## config.mk

```make
export PLATFORM = sky130hd
export DESIGN_NAME = crypto_mode_seq
export DESIGN_NICKNAME = d
export VERILOG_FILES = /design/src/rtl/crypto_pkg.sv /design/src/rtl/crypto_sat_cnt.sv /design/src/rtl/crypto_mode_seq.sv
export SDC_FILE = /design/constraint.sdc
export NUM_CORES = 2
export LEC_CHECK = 0
export ABC_AREA = 0
export BUFFER_PORTS_ARGS = -buffer_cell sky130_fd_sc_hd__buf_2
export CORE_AREA = 2 2 285 287
export DETAILED_ROUTE_END_ITERATION = 10
export DIE_AREA = 0 0 287 289
export PLACE_DENSITY = 0.69
export SYNTH_ARGS = -nofsm -noshare
export SYNTH_HDL_FRONTEND = slang
export SYNTH_SLANG_ARGS = --single-unit
```

## constraint.sdc

```tcl
create_clock -name clk -period 4.3 [get_ports clk]
set_input_delay 0.645 -clock clk [delete_from_list [all_inputs] [get_ports clk]]
set_output_delay 0.645 -clock clk [all_outputs]
set_load 0.02 [all_outputs]
```

## src/rtl/crypto_pkg.sv

```systemverilog
// Shared types and constants for the block-cipher mode sequencer.
//   mode_e  : chaining mode selected by cfg_mode
//   state_e : packet sequencer states
//   CSR_*   : CSR read addresses
package crypto_pkg;

  typedef enum logic [1:0] {
    ECB  = 2'd0,
    CBC  = 2'd1,
    CTR  = 2'd2,
    RSVD = 2'd3
  } mode_e;

  typedef enum logic [2:0] {
    IDLE = 3'd0,
    LOAD = 3'd1,
    CORE = 3'd2,
    OUT  = 3'd3,
    DONE = 3'd4
  } state_e;

  localparam logic [7:0] CSR_MODE    = 8'h10;
  localparam logic [7:0] CSR_ACL_ERR = 8'h44;
  localparam logic [7:0] CSR_TIMEOUT = 8'h48;
  localparam logic [7:0] CSR_BLK_OUT = 8'h4C;

endpackage

```

## src/rtl/crypto_sat_cnt.sv

```systemverilog
// 32-bit saturating event counter.
//   clk   : clock
//   rst   : synchronous active-high reset, clears the count
//   inc   : add one this cycle (held at all-ones once reached)
//   cnt_o : current count
module crypto_sat_cnt (
  input  logic        clk,
  input  logic        rst,
  input  logic        inc,
  output logic [31:0] cnt_o
);

  logic [31:0] cnt_q;
  logic [31:0] cnt_d;

  // Next count: increment unless already saturated.
  always_comb begin
    cnt_d = cnt_q;
    if (inc && (cnt_q != 32'hFFFF_FFFF)) begin
      cnt_d = cnt_q + 32'd1;
    end else begin
      cnt_d = cnt_q;
    end
  end

  // Count register.
  always_ff @(posedge clk) begin
    if (rst) begin
      cnt_q <= 32'd0;
    end else begin
      cnt_q <= cnt_d;
    end
  end

  assign cnt_o = cnt_q;

endmodule

```

## src/rtl/crypto_mode_seq.sv

```systemverilog
// Block-cipher mode sequencer: runs whole packets of DATA_W-bit blocks in
// ECB, CBC or CTR mode through an external cipher core.
//   clk, rst                  : clock, synchronous active-high reset
//   cfg_mode, cfg_algo, start, total_len, iv : packet launch request
//   busy, done, err           : packet status (done pulses once per packet)
//   s_din_*                   : input block stream (valid/ready)
//   m_dout_*                  : output block stream (valid/ready)
//   core_sel, core_start, core_din, core_dout, core_done : cipher core port
//   csr_addr, csr_rdata       : combinational CSR read port
module crypto_mode_seq
  import crypto_pkg::*;
#(
  parameter int DATA_W  = 128,
  parameter int LEN_W   = 32,
  parameter int TIMEOUT = 1024,
  parameter int CTR_W   = 32
) (
  input  logic              clk,
  input  logic              rst,
  input  logic [1:0]        cfg_mode,
  input  logic              cfg_algo,
  input  logic              start,
  input  logic [LEN_W-1:0]  total_len,
  input  logic [DATA_W-1:0] iv,
  output logic              busy,
  output logic              done,
  output logic              err,
  input  logic              s_din_valid,
  output logic              s_din_ready,
  input  logic [DATA_W-1:0] s_din,
  output logic              m_dout_valid,
  input  logic              m_dout_ready,
  output logic [DATA_W-1:0] m_dout,
  output logic              core_sel,
  output logic              core_start,
  output logic [DATA_W-1:0] core_din,
  input  logic [DATA_W-1:0] core_dout,
  input  logic              core_done,
  input  logic [7:0]        csr_addr,
  output logic [31:0]       csr_rdata
);

  localparam int               BYTES   = DATA_W / 8;
  localparam int               WD_W    = $clog2(TIMEOUT + 1);
  localparam logic [LEN_W-1:0] BYTES_L = LEN_W'(BYTES);

  state_e            state_q, state_d;
  mode_e             mode_q, mode_d;
  logic              algo_q, algo_d;
  logic              start_q;
  logic [DATA_W-1:0] chain_q, chain_d;
  logic [DATA_W-1:0] hold_q, hold_d;
  logic [DATA_W-1:0] core_din_q, core_din_d;
  logic [DATA_W-1:0] m_dout_q, m_dout_d;
  logic [LEN_W-1:0]  nblk_q, nblk_d;
  logic [LEN_W-1:0]  blk_q, blk_d;
  logic [WD_W-1:0]   wd_q, wd_d;
  logic              busy_q, busy_d;
  logic              done_q, done_d;
  logic              err_q, err_d;
  logic              s_din_ready_q, s_din_ready_d;
  logic              m_dout_valid_q, m_dout_valid_d;
  logic              core_start_q, core_start_d;
  logic              acl_inc, to_inc, blk_inc;
  logic [31:0]       acl_cnt, to_cnt, blk_tot;
  logic              start_pulse;
  logic              reject;

  assign start_pulse = start & ~start_q;
  assign reject = (total_len == {LEN_W{1'b0}}) ||
                  ((total_len % BYTES_L) != {LEN_W{1'b0}}) ||
                  (cfg_mode == 2'd3);

  // Next-state, datapath and registered-output computation.
  always_comb begin
    state_d        = state_q;
    mode_d         = mode_q;
    algo_d         = algo_q;
    chain_d        = chain_q;
    hold_d         = hold_q;
    core_din_d     = core_din_q;
    m_dout_d       = m_dout_q;
    nblk_d         = nblk_q;
    blk_d          = blk_q;
    wd_d           = wd_q;
    done_d         = 1'b0;
    err_d          = 1'b0;
    core_start_d   = 1'b0;
    acl_inc        = 1'b0;
    to_inc         = 1'b0;
    blk_inc        = 1'b0;

    case (state_q)
      IDLE: begin
        if (start_pulse && reject) begin
          // Rejected requests report through done/err without leaving IDLE.
          done_d  = 1'b1;
          err_d   = 1'b1;
          acl_inc = 1'b1;
        end else if (start_pulse) begin
          mode_d  = mode_e'(cfg_mode);
          algo_d  = cfg_algo;
          chain_d = iv;
          nblk_d  = total_len / BYTES_L;
          blk_d   = {LEN_W{1'b0}};
          state_d = LOAD;
        end else begin
          state_d = IDLE;
        end
      end
      LOAD: begin
        if (s_din_valid && s_din_ready_q) begin
          hold_d       = s_din;
          wd_d         = {WD_W{1'b0}};
          core_start_d = 1'b1;
          state_d      = CORE;
          case (mode_q)
            CBC:     core_din_d = s_din ^ chain_q;
            CTR:     core_din_d = chain_q;
            default: core_din_d = s_din;
          endcase
        end else begin
          state_d = LOAD;
        end
      end
      CORE: begin
        if (core_done) begin
          state_d = OUT;
          case (mode_q)
            CBC: begin
              m_dout_d = core_dout;
              chain_d  = core_dout;
            end
            CTR: begin
              m_dout_d = hold_q ^ core_dout;
              // Only the counter field advances; no carry into the nonce.
              chain_d  = {chain_q[DATA_W-1:CTR_W], chain_q[CTR_W-1:0] + CTR_W'(1)};
            end
            default: m_dout_d = core_dout;
          endcase
        end else if (wd_q == WD_W'(TIMEOUT)) begin
          state_d = DONE;
          done_d  = 1'b1;
          err_d   = 1'b1;
          to_inc  = 1'b1;
        end else begin
          wd_d = wd_q + WD_W'(1);
        end
      end
      OUT: begin
        if (m_dout_ready) begin
          blk_inc = 1'b1;
          blk_d   = blk_q + LEN_W'(1);
          if (blk_q == (nblk_q - LEN_W'(1))) begin
            state_d = DONE;
            done_d  = 1'b1;
          end else begin
            state_d = LOAD;
          end
        end else begin
          state_d = OUT;
        end
      end
      DONE: begin
        state_d = IDLE;
      end
      default: begin
        state_d = IDLE;
      end
    endcase

    // Handshake flags are registered decodes of the upcoming state.
    busy_d         = (state_d != IDLE);
    s_din_ready_d  = (state_d == LOAD);
    m_dout_valid_d = (state_d == OUT);
  end

  // State, datapath and output registers.
  always_ff @(posedge clk) begin
    if (rst) begin
      state_q        <= IDLE;
      mode_q         <= ECB;
      algo_q         <= 1'b0;
      start_q        <= 1'b0;
      chain_q        <= {DATA_W{1'b0}};
      hold_q         <= {DATA_W{1'b0}};
      core_din_q     <= {DATA_W{1'b0}};
      m_dout_q       <= {DATA_W{1'b0}};
      nblk_q         <= {LEN_W{1'b0}};
      blk_q          <= {LEN_W{1'b0}};
      wd_q           <= {WD_W{1'b0}};
      busy_q         <= 1'b0;
      done_q         <= 1'b0;
      err_q          <= 1'b0;
      s_din_ready_q  <= 1'b0;
      m_dout_valid_q <= 1'b0;
      core_start_q   <= 1'b0;
    end else begin
      state_q        <= state_d;
      mode_q         <= mode_d;
      algo_q         <= algo_d;
      start_q        <= start;
      chain_q        <= chain_d;
      hold_q         <= hold_d;
      core_din_q     <= core_din_d;
      m_dout_q       <= m_dout_d;
      nblk_q         <= nblk_d;
      blk_q          <= blk_d;
      wd_q           <= wd_d;
      busy_q         <= busy_d;
      done_q         <= done_d;
      err_q          <= err_d;
      s_din_ready_q  <= s_din_ready_d;
      m_dout_valid_q <= m_dout_valid_d;
      core_start_q   <= core_start_d;
    end
  end

  crypto_sat_cnt u_acl_cnt (.clk(clk), .rst(rst), .inc(acl_inc), .cnt_o(acl_cnt));
  crypto_sat_cnt u_to_cnt  (.clk(clk), .rst(rst), .inc(to_inc),  .cnt_o(to_cnt));
  crypto_sat_cnt u_blk_cnt (.clk(clk), .rst(rst), .inc(blk_inc), .cnt_o(blk_tot));

  // CSR read decode.
  always_comb begin
    case (csr_addr)
      CSR_MODE:    csr_rdata = {29'd0, algo_q, mode_q};
      CSR_ACL_ERR: csr_rdata = acl_cnt;
      CSR_TIMEOUT: csr_rdata = to_cnt;
      CSR_BLK_OUT: csr_rdata = blk_tot;
      default:     csr_rdata = 32'd0;
    endcase
  end

  assign busy         = busy_q;
  assign done         = done_q;
  assign err          = err_q;
  assign s_din_ready  = s_din_ready_q;
  assign m_dout_valid = m_dout_valid_q;
  assign m_dout       = m_dout_q;
  assign core_sel     = algo_q;
  assign core_start   = core_start_q;
  assign core_din     = core_din_q;

endmodule

```

==> impl_metrics.ini <==
[final_layout]
final_cell_mix = buf_2 (726), dfxtp_1 (692), nand2_1 (576)
final_nets = 5483
seq_area_sq_um = 13850
multi_input_area_sq_um = 18250
drive_gt1_frac = 0.1796
synthToLayoutAreaGrowth_pct = 20.06
stdcell_area_sq_um = 41320
layout_commonest_cell = buf_2
nFillCells = 7813

[clock_network]
clk_pin_slew_ps = 60
clock_path_buffers = 3
numCtsBuffers = 76
clkLatencyLatePin_ps = 620
htreeDepth = 3
ctsResizeCount = 0
cts_setup_buffers = 0
cts.sinks = 692
root_buffer = clkbuf_16
cts_tree = done
hold_buffers = 0

[run]
max-cap-violations = 0

[global_route]
grt_pass1_wl_um = 176600
antenna_found_initial = 49
grt_start_max_net_pins = 202
grt_pass1_vias = 30760
gr-total-overflow = 0
grt_usage = 0.2670

[sta]
finClkSkew_ps = 28.19
maxSlewHeadroom = 0.2276
max_freq_ghz = 0.2705
finalSetupViolations = 0
finalHoldViolations = 0
rsz0062_at_grt = false
holdWs_ps = 277.3
tightest_slew_ps = 1159
fin_setup_tns_ps = 0
period_minus_slack_ps = 3697
fin_crit_sh = 0.8598
maxSlewViolCount = 0

[setup_path]
path_class = reg -> reg
crit_arrival_ps = 4150
worstSetupEndpointType = flip-flop
start_kind = flip-flop
reg2reg_slack_ps = 600
crit_required_ps = 4760
cp_max_fo = 8

[pwr]
seq_power_share = 0.461
p_leak_uw = 0.01613
switching_share = 0.2325
intPower_uw = 10770
switchingPower_uw = 3262
clkPwrFrac = 0.486
power_frac_comb = 0.053
power_density_nw_per_um2 = 339.5
peakVddDrop_uv = 261.3

[synth]
syn_nets = 4997
yosys_most_used_dff = dfxtp_1
async_reset_ff_frac = 0
netlist_area_sq_um = 34410
synth-seq-cells = 692
syn_avg_cell_area_sq_um = 7.557
ys_seq_area_frac = 0.4026
netlist_instances = 4554
ys_warn_count = 0
synth_edf_count = 0
ys_types = 69

[status]
outcome = finished, final reports clean

[floorplanning]
start_util = 0.4307
io_pins = 728
die_h_um = 289
dieArea_sq_um = 82940
core_sq_um = 79900
die_x_um = 287
rows = 104

[routing]
wl_per_cell_um = 18.99
vias = 33980
route.detailed.drc = 0
viasPerCell = 5.483
drt_pass1_iterations = 8
antenna_left = 0
drt-initial-drc-count = 2915
drt_wl_total_um = 117700

[placement]
gp_congestion = 0.9130
hpwl_um = 81110
placement.cell_area_sq_um = 38650
portBuffers = 727

[min_path]
hp-class = in -> reg
==> registers in the layout, summed over array words and instances (netlist names), 2 cells and up <==
name	count
u_blk_cnt.cnt_o	32
m_dout	128
nblk_q	28
core_din	128
blk_q	32
u_to_cnt.cnt_o	32
chain_q	128
wd_q	11
u_acl_cnt.cnt_o	32
mode_q	2
hold_q	128
state_q	3
==> cell type report <==
class | count | area share
multi-input combinational | 3228 | 0.4416
sequential | 692 | 0.3353
timing repair buffer | 767 | 0.1013
clock buffer | 109 | 0.05290
tap | 1060 | 0.03210
inverter | 275 | 0.02501
clock inverter | 30 | 0.009539
antenna | 36 | 0.002180
==> synth_stat cells, types with 51 or more instances <==
cell type,n,area share
dfxtp_1,692,0.40
nand2_1,576,0.063
nor2_1,561,0.061
a21oi_1,425,0.062
clkbuf_1,340,0.037
o21ai_0,319,0.046
inv_1,274,0.030
a211oi_1,266,0.058
xor2_1,231,0.059
nor2b_1,136,0.025
o311ai_0,128,0.033
and3_1,120,0.022
nand3_1,82,0.012
xnor2_1,70,0.018
nand4_1,51,0.0093
==> metrics by stage <==
step	total power, uW	std cells	utilization	setup slack [ps]
final	14030	6197	0.5171	602.6
after global routing	14460	6189	0.5169	287.6
after CTS	14110	6161	0.5160	672.8
after detailed placement	7340	6022	0.4837	705.9
after global placement	7328	6022	0.4837	806.2
after floorplan	6953	4554	-	1204
==> power groups by stage <==
stage	clock network, uW	registers (uW)	logic (uW)
after detailed placement	0	6600	737
after floorplan	0	6600	355
after global placement	0	6600	726
final	6820	6460	747
after CTS	6910	6460	740
after global routing	7180	6460	816
==> metal layers <==
metal | up-vias | track usage | share of wire
met5 | - | 0 | 0.0021
met4 | 36 | 0.1208 | 0.046
met3 | 273 | 0.06252 | 0.077
met2 | 1201 | 0.4305 | 0.46
met1 | 15860 | 0.3394 | 0.41
li1 | 16610 | - | -
==> path summary, 6_finish.rpt <==
check,cells after the start,to,start
worst max register to register,10,s_din_ready,nblk_q[0]
worst min register to register,2,hold_q[57],hold_q[57]
worst min-delay path,2,start_q,start
worst max-delay path,10,s_din_ready,nblk_q[0]
==> cell families after synthesis <==
group | after synthesis | share of synthesized area
compound gates | 1208 | 0.2152
flops | 692 | 0.4026
buf+inv | 634 | 0.06923
simple gates | 1664 | 0.2196
mux | 45 | 0.01313
fa+ha+maj | 10 | 0.003636
xor+xnor | 301 | 0.07661
==> worst max-delay path, stage by stage (launching register included) <==
cell       delay [ps]
dfxtp_1           380
inv_1              90
ha_1              290
nor4b_2           600
nand4_1           380
or4b_1            590
a211oi_1          240
o22ai_1           130
nor4_2            490
and4_1            290
a2111oi_1          60
Power figures use the tool's default switching activity.
